**src/rtl/mem_arb_pkg.sv**
```systemverilog
// mem_arb_pkg: shared state/source types and default limits for mem_port_arbiter
package mem_arb_pkg;
    typedef enum logic [1:0] {IDLE, GNT_I, GNT_D, RESP} arb_state_t;
    typedef enum logic {SRC_I, SRC_D} arb_src_t;
    localparam int DEF_STARVE_LIMIT = 4;
    localparam int DEF_TIMEOUT = 16;
endpackage

```
**src/rtl/arb_sat_counter.sv**
```systemverilog
// arb_sat_counter: saturating up-counter with clear priority and a saturation flag
module arb_sat_counter #(
    parameter int MAX = 4
) (
    input  logic clk,
    input  logic reset,
    input  logic inc,
    input  logic clr,
    output logic sat
);
    localparam int W = $clog2(MAX + 1);
    logic [W-1:0] count;
    assign sat = count == W'(MAX);
    always_ff @(posedge clk or negedge reset)
        if (!reset) count <= '0;
        else if (clr) count <= '0;
        else if (inc && !sat) count <= count + W'(1);
endmodule

```
**src/rtl/mem_port_arbiter.sv**
```systemverilog
// mem_port_arbiter: shares one memory port between fetch and data with data priority and a fetch starvation guard
module mem_port_arbiter import mem_arb_pkg::*; #(
    parameter int N = 64,
    parameter int STARVE_LIMIT = DEF_STARVE_LIMIT,
    parameter int TIMEOUT = DEF_TIMEOUT
) (
    input  logic         clk,
    input  logic         reset,
    input  logic         if_req,
    input  logic [N-1:0] if_addr,
    output logic [31:0]  if_rdata,
    output logic         if_done,
    input  logic         dm_rd,
    input  logic         dm_wr,
    input  logic [N-1:0] dm_addr,
    input  logic [N-1:0] dm_wdata,
    output logic [N-1:0] dm_rdata,
    output logic         dm_done,
    output logic         mem_req,
    output logic         mem_we,
    output logic [N-1:0] mem_addr,
    output logic [N-1:0] mem_wdata,
    input  logic [N-1:0] mem_rdata,
    input  logic         mem_ready,
    output logic         err,
    output logic         stall
);
    arb_state_t state;
    arb_src_t src;
    logic [N-1:0] rdata;
    logic dm_any, gnt_d, gnt_i, in_gnt, starve_sat, timeout;
    assign dm_any = dm_rd | dm_wr;
    assign gnt_d = state == IDLE && dm_any && (!if_req || !starve_sat);
    assign gnt_i = state == IDLE && if_req && !gnt_d;
    assign in_gnt = state == GNT_I || state == GNT_D;
    assign if_rdata = rdata[31:0];
    assign dm_rdata = rdata;
    // held in reset, every output reads 0 regardless of the request inputs
    assign stall = reset && (if_req || dm_any) && !(if_done || dm_done);
    arb_sat_counter #(.MAX(STARVE_LIMIT)) u_starve (
        .clk(clk), .reset(reset),
        .inc(gnt_d && if_req),
        .clr(gnt_i || (state == IDLE && !if_req)),
        .sat(starve_sat)
    );
    arb_sat_counter #(.MAX(TIMEOUT - 1)) u_timer (
        .clk(clk), .reset(reset),
        .inc(in_gnt),
        .clr(!in_gnt),
        .sat(timeout)
    );
    always_ff @(posedge clk or negedge reset) begin
        if (!reset) begin
            state     <= IDLE;
            src       <= SRC_I;
            mem_req   <= 1'b0;
            mem_we    <= 1'b0;
            mem_addr  <= '0;
            mem_wdata <= '0;
            rdata     <= '0;
            if_done   <= 1'b0;
            dm_done   <= 1'b0;
            err       <= 1'b0;
        end else begin
            case (state)
                IDLE: if (gnt_d || gnt_i) begin
                    state     <= gnt_d ? GNT_D : GNT_I;
                    src       <= gnt_d ? SRC_D : SRC_I;
                    mem_req   <= 1'b1;
                    mem_we    <= gnt_d && dm_wr;
                    mem_addr  <= gnt_d ? dm_addr : if_addr;
                    mem_wdata <= (gnt_d && dm_wr) ? dm_wdata : '0;
                end
                GNT_I, GNT_D: if (mem_ready || timeout) begin
                    state     <= RESP;
                    mem_req   <= 1'b0;
                    mem_we    <= 1'b0;
                    mem_addr  <= '0;
                    mem_wdata <= '0;
                    rdata     <= mem_ready ? mem_rdata : '0;
                    err       <= !mem_ready;
                    if_done   <= src == SRC_I;
                    dm_done   <= src == SRC_D;
                end
                default: begin
                    state   <= IDLE;
                    rdata   <= '0;
                    err     <= 1'b0;
                    if_done <= 1'b0;
                    dm_done <= 1'b0;
                end
            endcase
        end
    end
endmodule

```
**config.mk**
```make
export PLATFORM = sky130hd
export DESIGN_NAME = mem_port_arbiter
export DESIGN_NICKNAME = d
export VERILOG_FILES = /design/src/rtl/mem_arb_pkg.sv /design/src/rtl/arb_sat_counter.sv /design/src/rtl/mem_port_arbiter.sv
export SDC_FILE = /design/constraint.sdc
export NUM_CORES = 1
export LEC_CHECK = 0
export ABC_CLOCK_PERIOD_IN_PS = 2700
export CORE_AREA = 10 10 185 187
export DETAILED_ROUTE_END_ITERATION = 8
export DIE_AREA = 0 0 195 197
export GPL_TIMING_DRIVEN = 0
export SLEW_MARGIN = 20
export SYNTH_ARGS = -nofsm -noshare
export SYNTH_HDL_FRONTEND = slang
export SYNTH_SLANG_ARGS = --single-unit
```
**constraint.sdc**
```tcl
create_clock -name clk -period 2.7 [get_ports clk]
set_input_delay 0.27 -clock clk [delete_from_list [all_inputs] [get_ports clk]]
set_output_delay 0.27 -clock clk [all_outputs]
set_load 0.01 [all_outputs]
```
Word level (Yosys, flattened, before mapping)
Cells that the tools add are included.
{"block": "classes", "addsub": 2, "eq_ne": 7, "muxes": 30, "n_bitwise": 3, "reduce_logical": 32}
{"op": "64-bit two-way mux", "n": 7}
{"op": "64-bit one-hot mux with 2 select lines", "n": 3}
{"op": "1-bit logical AND", "n": 11}
{"op": "1-bit one-hot mux with 2 select lines", "n": 5}
{"op": "4-bit two-way mux", "n": 2}
{"op": "1-bit logical OR", "n": 7}
{"op": "1-bit two-way mux", "n": 7}
{"op": "1-bit logical NOT", "n": 6}
{"op": "2-bit two-way mux", "n": 3}
{"op": "3-bit two-way mux", "n": 2}
{"op": "2-bit AND reduction", "n": 3}
{"op": "4-bit by 1-bit adder with 4-bit output, second input constant", "n": 1}
{"op": "4-bit == test, second input constant", "n": 1}
{"op": "2-bit != test, second input constant", "n": 2}
{"op": "2-bit one-hot mux with 2 select lines", "n": 1}
{"op": "2-bit nonzero test", "n": 2}
{"op": "3-bit by 1-bit adder with 3-bit output, second input constant", "n": 1}
{"op": "3-bit == test, second input constant", "n": 1}
{"op": "3-bit AND reduction", "n": 1}
{"op": "2-bit by 1-bit == test with 1-bit output, second input constant", "n": 1}
{"op": "2-bit == test, second input constant", "n": 1}
{"op": "2-bit logical NOT", "n": 1}
{"op": "2-bit by 1-bit != test with 1-bit output, second input constant", "n": 1}
{"op": "1-bit NOT", "n": 2}
{"op": "other kinds (2)", "n": 2}
{"block": "word_totals", "register_bits": 207, "input_bits": 262, "out_inout_bits": 230, "elab_cells": 86}

Logic depth before layout (Yosys ltp)
{"block": "logic_depth", "depth_word": 9, "mapped_depth": 9, "ltp_nobuf": 6}

By module
From an unflattened synthesis, not the netlist that was laid out.
{"block": "hier_totals", "cells_unflattened": 954, "area_unflattened_um2": 9295.2}
{"mod": "mem_port_arbiter", "instances": 1, "cells_each": 916, "area_per_inst_um2": 8873.5, "seq_area_each_um2": 5004.8}
{"mod": "arb_sat_counter at u_timer", "instances": 1, "cells_each": 20, "area_per_inst_um2": 229.0, "seq_area_each_um2": 100.1}
{"mod": "arb_sat_counter at u_starve", "instances": 1, "cells_each": 18, "area_per_inst_um2": 192.7, "seq_area_each_um2": 75.1}

Worst setup path before layout
No wires, ideal clock.
{"block": "synth_timing", "kind": "register -> register", "startpoint": "register state[0]", "endpoint": "register mem_wdata[10]", "setup_time_ps": 66, "arrival_ps": 1874, "required_time_ps": 2634, "setup_slack_ps": 760, "stages_incl_launch_ff": 9, "n_path_buf": 3, "synth_period_minus_slack_ps": 1940, "cell_sequence": "dfrtp_1 > inv_1 > ha_1 > clkbuf_1 > inv_1 > and3_1 > clkbuf_1 > buf_1 > a22o_1"}
{"block": "synth_between", "elab_chain_len": 8, "elab_cells_between_ends": 18, "cone_classes": "eq/ne: 4; mux: 3; reduce/logical: 11"}
{"element": "from (decl)", "line": "mem_port_arbiter.sv:28", "text": "arb_state_t state;"}
{"element": "from (signal assigned)", "line": "mem_port_arbiter.sv:67", "text": "state <= gnt_d ? GNT_D : GNT_I;"}
{"element": "2-bit logical NOT", "line": "mem_port_arbiter.sv:33, mem_port_arbiter.sv:34, mem_port_arbiter.sv:65"}
{"element": "1-bit logical AND (2 in series)", "line": "mem_port_arbiter.sv:33", "text": "assign gnt_d = state == IDLE && dm_any && (!if_req || !starve_sat);"}
{"element": "1-bit logical NOT", "line": "mem_port_arbiter.sv:34", "text": "assign gnt_i = state == IDLE && if_req && !gnt_d;"}
{"element": "1-bit logical AND", "line": "mem_port_arbiter.sv:34"}
{"element": "1-bit logical OR", "line": "mem_port_arbiter.sv:66", "text": "IDLE: if (gnt_d || gnt_i) begin"}
{"element": "2-bit by 1-bit != test with 1-bit output (no line)"}
{"element": "3-bit AND reduction (no line)"}
{"element": "to (signal assigned)", "line": "mem_port_arbiter.sv:72", "text": "mem_wdata <= (gnt_d && dm_wr) ? dm_wdata : '0;"}
{"element": "to (decl)", "line": "mem_port_arbiter.sv:22", "text": "output logic [N-1:0] mem_wdata,"}
Several ways; a longest one is shown, not always the timed one. The select of a mux whose other input is x is not followed.
A chain may end at the register's enable or synchronous reset.

Final worst setup path
{"block": "layout_timing", "startpoint": "register state[0]", "endpoint": "register mem_wdata[63]"}
Same word-level chain as after synthesis.

==> run summary <==
status: completed
Max IR drop VDD: 0.000424 V
worst hold path depth: 3
FF-to-FF Start: state[0]
layout cell share with drive strength beyond 1: 9.01%
Netlist cell types: 33
Pwr Total: 17,700 uW
crit path DAT: 2.82 ns
Final Critical Period: 2.38 ns
# IOs: 492
critical path class: reg2reg
TritonRoute pass-1 iters: 4
Startpoint Class: flop
Vias/cell: 4.53
CTS Buf Count: 24
Critical R2R Capture: mem_wdata[63]
Final ANT Viol Nets: 0
drt first-iter violations: 320
most frequent cell after synthesis: dfrtp_1
Hold Path Sink: dm_rdata[59]
clk sinks: 207
RSZ-0062 raised after global routing: no
clk_skew: 0.0110 ns
FMAX: 420 MHz
Core ar.: 30,400 sq um
Leak: 0.00682 uW
Mapped Nets: 1,078
Setup WS post-layout: 0.318 ns
via count of the first global-routing pass: 8,684
Layout area overhead: 74.7%
TritonCTS clock tree: yes
via count: 7,930
largest net degree at the start of global routing: 78
Root Buffer Master: clkbuf_16
Mean Syn Cell Area: 10.7 sq um
hold_sp: mem_rdata[59]
Routed WL: 36,400 microns
Final Setup Violations: 0
CTS HTree Levels: 1
die width: 195 microns
max-slew violation count: 0
Max-slew headroom: 49.2%
CP Data Required Time: 3.14 ns
Post-synth EDFFs: 0
remaining global-route overflow: 0
FF+latch count, synth: 207
synth top area cells: dfrtp_1 60%, nand2_1 8.7%, mux2i_1 7.6%, a22o_1 6.4%, o21ai_0 4.1%
DRC Markers: 0
pre-CTS setup slack: -0.163 ns
clock-pin slew on the worst setup and hold paths: 0.06 ns
row count: 64
height of the chip: 197 microns
Cells after Synth: 810
dpl hpwl: 29,100 microns
Nets: 1,604
maximum clock path buffer count: 3
Pwr per Cell Area: 1170 nW/um^2
Routed wire per std cell: 20.8 microns
Yosys top cell area share: 59.6%
Top FF cell, synth: dfrtp_1
critical path endpoint category: flop
Reg2Reg Setup Slack: 0.32 ns
Max Cap Violations: 0
I/O Buffers: 491
worst slew pin tran: 0.763 ns
Hold Slack: 0.312 ns
Initial Utilization: 28.6%
Synth Cell Area: 8690 sq um
n_diodes: 0
first-pass GRT wire length: 54,900 microns
final hold violation count: 0
clock latency on the worst-skew pair: 0.51 ns
ys async rst share: 100%
largest area contributor in the netlist: dfrtp_1
Worst Hold Class: in2reg
initial antenna violation count: 0
gr usage total: 18.1%
Die ar.: 38,400 sq um
post-synthesis sequential area ratio: 59.6%
Post-synth top cells: 207 x dfrtp_1, 201 x nand2_1, 72 x o21ai_0
yosys warns: 0
Post-CTS Setup Inserts: 0
fin crit share: 88.2%
RePlAce Congestion: 0.820
FF-to-FF path depth: 7
largest fanout on the critical path: 10
-- where the power goes --
group / internal [uW] / switching, uW
Sequential: 4350 / 749
Clock: 2060 / 1310
Combinational: 4500 / 4780
Total: 10900 / 6840
-- metrics by stage --
step	util, %	std cells	cell area, sq um	setup TNS [ns]
after global placement	46.3	1697	14100	-1617.75
final	49.9	1750	15200	0
after CTS	49.8	1751	15200	0
after global routing	49.9	1750	15200	0
after floorplan	-	810	8690	0
after detailed placement	46.5	1699	14200	-5.85
-- flip-flops by register name (all words and copies together) (netlist names), 2 cells and up --
name	count
state	2
dm_rdata	64
u_timer.count	4
mem_wdata	64
u_starve.count	3
mem_addr	64
-- routing by layer --
| layer | wire length, microns | GRT usage (%) | vias to the layer above |
|---|---|---|---|
| met2 | 18300 | 31.6 | 352 |
| met4 | 493 | 3.39 | 0 |
| li1 | - | - | 3805 |
| met1 | 14000 | 20.4 | 3741 |
| met5 | 0 | 0 | - |
| met3 | 3690 | 7.62 | 32 |
-- cell usage in the layout, fill, tap and decap left out, types with 9 or more instances in the layout --
master	Yosys	final
clkdlybuf4s50_1	0	490
mux2i_1	66	66
nand2_1	201	201
o21ai_0	72	72
clkbuf_1	24	21
buf_2	15	15
buf_4	48	48
o21ai_1	61	60
clkbuf_2	1	9
dfrtp_1	207	207
clkbuf_16	0	25
a22o_1	64	64
-- cell type report --
type | instances | area [sq um]
clock buffer | 32 | 682
multi-input combinational | 505 | 2970
timing repair buffer | 501 | 5150
sequential | 207 | 5180
buffer | 89 | 544
tap | 396 | 495
clock inverter | 12 | 144
fill | 2819 | 15200
inverter | 8 | 30.0
-- cells by family (layout without fill, tap and decap cells) --
logic type,count (synthesis),in the layout,share of synthesized area [%]
flops,207,207,59.6
buf+inv,98,642,6.54
fa+ha+maj,6,6,0.864
xor+xnor,1,1,0.101
mux,66,66,7.60
compound gates,214,214,15.5
simple gates,218,218,9.83
-- worst max path at each step --
stage / start / cells past startpoint / end
3_3_place_gp: reset / 1 / mem_addr[25]
3_5_place_dp: state[0] / 8 / dm_rdata[58]
5_1_grt: state[1] / 8 / mem_addr[40]
6_report: state[0] / 7 / mem_wdata[63]
4_1_cts: state[0] / 8 / mem_wdata[63]
2_1_floorplan: state[0] / 8 / mem_wdata[10]
-- worst max-delay path: stages, from the launching register on --
cell and delay (ns):
dfrtp_1 0.37, inv_1 0.07, ha_1 0.44, inv_1 0.24, and3_1 0.26, clkbuf_1 0.38
clkbuf_2 0.35, a22o_1 0.20
-- what timing repair did --
item,4_1_cts,5_1_grt
resized for setup,3,14
hold endpoints to repair,65,0
cloned,0,0
hold buffers,8,0
endpoints found under the setup margin,111,157
Note: power is estimated with default switching activity, not from simulation.
